$ cat config.mk
export PLATFORM = sky130hd
export DESIGN_NAME = div_ctrl
export DESIGN_NICKNAME = d
export VERILOG_FILES = /design/src/rtl/div_ctrl.sv
export SDC_FILE = /design/constraint.sdc
export NUM_CORES = 1
export LEC_CHECK = 0
export CAP_MARGIN = 20
export CORE_ASPECT_RATIO = 0.7
export CORE_MARGIN = 1
export CORE_UTILIZATION = 25
export DETAILED_ROUTE_END_ITERATION = 8
export GPL_TIMING_DRIVEN = 1
export PLACE_DENSITY_LB_ADDON = 0.2
export SLEW_MARGIN = 20
export SYNTH_ARGS = -nofsm -noshare
export SYNTH_HDL_FRONTEND = slang
export SYNTH_SLANG_ARGS = --single-unit
$ cat constraint.sdc
create_clock -name clk -period 1.51 [get_ports clk]
set_input_delay 0.2265 -clock clk [delete_from_list [all_inputs] [get_ports clk]]
set_output_delay 0.2265 -clock clk [all_outputs]
set_load 0.02 [all_outputs]
$ cat src/rtl/div_ctrl.sv
// Sequencing controller between the EX stage and the iterative 32-bit divider.
// Latches a DIV/DIVU request, holds the divider handshake, stalls until ready and issues one HI/LO write.
module div_ctrl #(
    parameter int DRAIN_CYCLES = 3
) (
    input  logic        clk,
    input  logic        rst,
    input  logic        flush_i,
    input  logic        div_valid_i,
    input  logic        div_signed_i,
    input  logic [31:0] op1_i,
    input  logic [31:0] op2_i,
    output logic        stall_o,
    output logic        hilo_we_o,
    output logic [31:0] hi_o,
    output logic [31:0] lo_o,
    output logic        dv_start_o,
    output logic        dv_signed_o,
    output logic [31:0] dv_op1_o,
    output logic [31:0] dv_op2_o,
    output logic        dv_flush_o,
    input  logic [63:0] dv_result_i,
    input  logic        dv_ready_i
);

    localparam int CW = (DRAIN_CYCLES < 2) ? 1 : $clog2(DRAIN_CYCLES + 1);

    typedef enum logic [1:0] {IDLE, BUSY, DRAIN} state_t;

    state_t        state_q, state_d;
    logic          start_q, start_d;
    logic          signed_q, signed_d;
    logic [31:0]   op1_q, op1_d;
    logic [31:0]   op2_q, op2_d;
    logic [CW-1:0] cnt_q, cnt_d;

    assign dv_start_o  = start_q;
    assign dv_signed_o = signed_q;
    assign dv_op1_o    = op1_q;
    assign dv_op2_o    = op2_q;
    assign dv_flush_o  = flush_i;
    assign hi_o        = dv_result_i[63:32];
    assign lo_o        = dv_result_i[31:0];

    always_ff @(posedge clk) begin
        if (rst) begin
            state_q  <= IDLE;
            start_q  <= 1'b0;
            signed_q <= 1'b0;
            op1_q    <= '0;
            op2_q    <= '0;
            cnt_q    <= '0;
        end else begin
            state_q  <= state_d;
            start_q  <= start_d;
            signed_q <= signed_d;
            op1_q    <= op1_d;
            op2_q    <= op2_d;
            cnt_q    <= cnt_d;
        end
    end

    // Operands stay put outside an accepted request: the divider re-reads them during sign fixup.
    always_comb begin
        state_d  = state_q;
        start_d  = start_q;
        signed_d = signed_q;
        op1_d    = op1_q;
        op2_d    = op2_q;
        cnt_d    = cnt_q;
        unique case (state_q)
            IDLE: begin
                start_d = 1'b0;
                if (div_valid_i && !flush_i) begin
                    op1_d    = op1_i;
                    op2_d    = op2_i;
                    signed_d = div_signed_i;
                    start_d  = 1'b1;
                    state_d  = BUSY;
                end
            end
            BUSY: begin
                if (flush_i) begin
                    start_d = 1'b0;
                    cnt_d   = CW'(DRAIN_CYCLES);
                    state_d = DRAIN;
                end else if (dv_ready_i) begin
                    start_d = 1'b0;
                    state_d = IDLE;
                end
            end
            DRAIN: begin
                start_d = 1'b0;
                if (cnt_q <= CW'(1)) begin
                    cnt_d   = '0;
                    state_d = IDLE;
                end else begin
                    cnt_d = cnt_q - CW'(1);
                end
            end
            default: begin
                start_d = 1'b0;
                state_d = IDLE;
            end
        endcase
    end

    // Flush outranks a same-cycle ready, so an aborted divide can never write HI/LO.
    always_comb begin
        stall_o   = 1'b0;
        hilo_we_o = 1'b0;
        if (!rst) begin
            unique case (state_q)
                IDLE:  stall_o = div_valid_i && !flush_i;
                BUSY: begin
                    if (flush_i) begin
                        stall_o = 1'b0;
                    end else if (dv_ready_i) begin
                        hilo_we_o = 1'b1;
                    end else begin
                        stall_o = 1'b1;
                    end
                end
                DRAIN: stall_o = div_valid_i && !flush_i;
                default: stall_o = 1'b0;
            endcase
        end
    end

endmodule

==> results of run 1 <==
[cells in the mapped netlist]
cell      instances
nand2_1         131
a21oi_1          70
buf_4            70
dfxtp_1          70
clkbuf_1         11
buf_6             5
buf_2             2
nand2b_1          2
nand3b_1          2
nor2_1            2
o21ai_0           2
o21bai_1          2
a211oi_1          1
and2_1            1
nor4b_1           1
nor4bb_1          1
or3_1             1
or3b_1            1
or4b_1            1
[stage by stage]
step | hold slack (ns) | setup TNS (ns) | setup slack [ns] | cell area, µm² | util (%)
5_1_grt | 0.280 | -8.53 | -0.198 | 4660 | 39.9
2_1_floorplan | 0.362 | 0 | 0.0169 | 3010 | -
3_3_place_gp | 0.442 | -37.16 | -0.616 | 4080 | 34.9
3_5_place_dp | 0.446 | -37.63 | -0.620 | 4080 | 34.9
4_1_cts | 0.243 | -5.96 | -0.190 | 4530 | 38.7
6_report | 0.276 | -5.18 | -0.176 | 4660 | 39.9
[power groups by stage]
stage	Clock, µW	Sequential [µW]	Combinational, µW
2_1_floorplan	0	2120	462
3_3_place_gp	0	2020	727
3_5_place_dp	0	2020	728
4_1_cts	2240	1980	771
5_1_grt	2300	2000	822
6_report	2150	1980	759
[flip-flops by register name (all words and copies together), names as in the netlist]
register     flops
dv_op1_o        32
state_q          2
dv_op2_o        32
cnt_q            2
dv_start_o       1
dv_signed_o      1
[metal layers]
layer  vias to the layer above  global-route usage (%)
li1                       1303                       -
met1                      1156                    16.8
met2                       117                    18.2
met3                        23                    7.05
met4                         0                    5.36
met5                         -                       0
[cell usage in the layout, fill, tap and decap left out, types with 3 or more instances in the layout]
cell type,count
nand2_1,117
dfxtp_1,68
clkdlybuf4s50_1,67
a21oi_1,64
dlygate4sd2_1,41
dlymetal6s2s_1,27
nand2_2,11
buf_4,10
clkbuf_16,9
a21oi_2,6
buf_6,6
buf_12,4
nand2_4,3
clkinvlp_4,3
buf_16,3
[worst paths after layout]
check,startpoint,slack (ns),depth (start not counted),to
min,rst,0.28,3,state_q[0]$_SDFFE_PP0P_
max,dv_ready_i,-0.18,4,stall_o
min reg2reg,dv_op2_o[11]$_SDFFE_PP0P_,0.45,2,dv_op2_o[11]$_SDFFE_PP0P_
max reg2reg,state_q[1]$_SDFFE_PP0P_,-0.16,6,dv_op2_o[29]$_SDFFE_PP0P_
[area by class of cell]
cell class | instances | area, µm² | area share (%)
well taps | 157 | 196 | 4.22
clock buffers | 11 | 253 | 5.43
repair buffers | 159 | 1680 | 36.0
multi-input cells | 218 | 1070 | 23.0
flip-flops and latches | 70 | 1400 | 30.1
clock inverters | 5 | 57.6 | 1.24
[timing repair]
item                                    CTS  global route
endpoints found under the hold margin     0             0
gates cloned                              4             0
resized for setup                        64            57
endpoints found under the setup margin  107            94
buffers inserted                          5             2
pin swaps                                 3            11
[worst max-delay path, cell delays in order]
cell and delay [ns]:
clkdlybuf4s50_1 0.45, or3b_4 0.41, a211oi_4 0.22, buf_6 0.15
[cell families (layout without fill, tap and decap cells)]
kind of cell	Yosys count	after routing	synth area share (%)
and+or+nand+nor	143	143	19.3
AOI/OAI and AO/OA	75	75	12.8
DFF	70	70	46.8
buffers and inverters	88	175	21.1
==> run summary, run 1 <==
Switching share of power: 24.5%
Worst vdd ir: 0.452 mV
Vias per Instance: 4.19
Comb power frac: 15.5%
Hold-fix buffers, CTS: 0
DR pass1 iterations: 4
I/O Pins: 267
Sequential fraction of the synthesis area: 46.8%
Sequential power share: 40.5%
Setup WS post-layout: -0.176 ns
Total clock sinks: 70
Min-Delay Path Class: input port to register
DRT met1 WL: 3930 µm
Yosys warnings: 0
CTS tree: done
RSZ-0062 raised after global routing: yes
Metal3 WL: 824 µm
Top routing layer in use: met4
Share of layout cells above drive strength 1: 14.7%
Area Growth Syn to Fin: 55.6%
Crit path kind: input port to output port
Final-stage net count: 592
Max Transition Viols Final: 0
Starting density of the core: 25.6%
Worst endpoint required time: 1.28 ns
# rows: 33
Max FO, Critical Path: 3
Inst Count DP: 595
Seq cells post-synth: 70
Vias in the first global route: 2472
HPWL after DPL: 5050 µm
Die X-Extent: 133 µm
Ant. Diodes: 0
Slew HR: 49.3%
Synth area leader: dfxtp_1
Grt ovf: 0
Outcome: finished, violations left
Final hold vios: 0
Root buffer cell: clkbuf_16
Largest cells by area after synthesis: dfxtp_1 47%, buf_4 18%, nand2_1 16%
Max Clk Rate: 593 MHz
Final setup vio count: 67
Filler instances: 1220
Initial DRC count: 88
Top cell type's share of synthesized area: 46.8%
Critical Path Start Type: input port
Largest net degree at the start of global routing: 69
Internal Power: 3700 µW
Max_cap viols: 0
Clock Latency Late Sink: 0.33 ns
Vert. Die Dim: 93.6 µm
Port buffer count: 138
LEAKAGE: 0.00229 µW
Failing checks: setup timing
Worst-path clk slew: 0.06 ns
RePlAce Congestion: 0.730
Post-synth design cell area: 2990 µm²
Clock share of power: 44.0%
Crit. End Element: output port
Avg Inst Size Synth: 7.96 µm²
Antenna violations before repair: 0
Remaining antenna violation count: 0
Sw Pwr: 1200 µW
Worst slew pin tran: 0.761 ns
Worst path arrival time: 1.46 ns
Netlist cell types: 19
Total CTS buffers: 9
Met2 Wirelength: 3310 µm
Clk_skew: 0.00366 ns
Power density over the cells: 1050 nW/µm²
Die area: 12400 µm²
Tot Pwr: 4900 µW
First-pass GRT wire length: 12600 µm
DRT Wirelength: 8190 µm
Post-route DRC: 0
H-Tree Depth: 3
Fin crit share: 112%
Core Box Area: 11700 µm²
Syn Nets: 510
Routed WL per cell: 13.2 µm
CTS Buffer Depth: 2
Finished Layout Cells: 620
Cell count after synthesis: 376
Gr usage total: 13.2%
DR vias: 2599
Time the worst path needs with I/O delays and setup: 1.69 ns
Power figures use the tool's default switching activity.
==> run 2, diff against run 1 <==
CAP_MARGIN = 10   (was 20)
==> results of run 2 <==
Same layout as run 1: the final DEF is identical, and so are final timing and power.
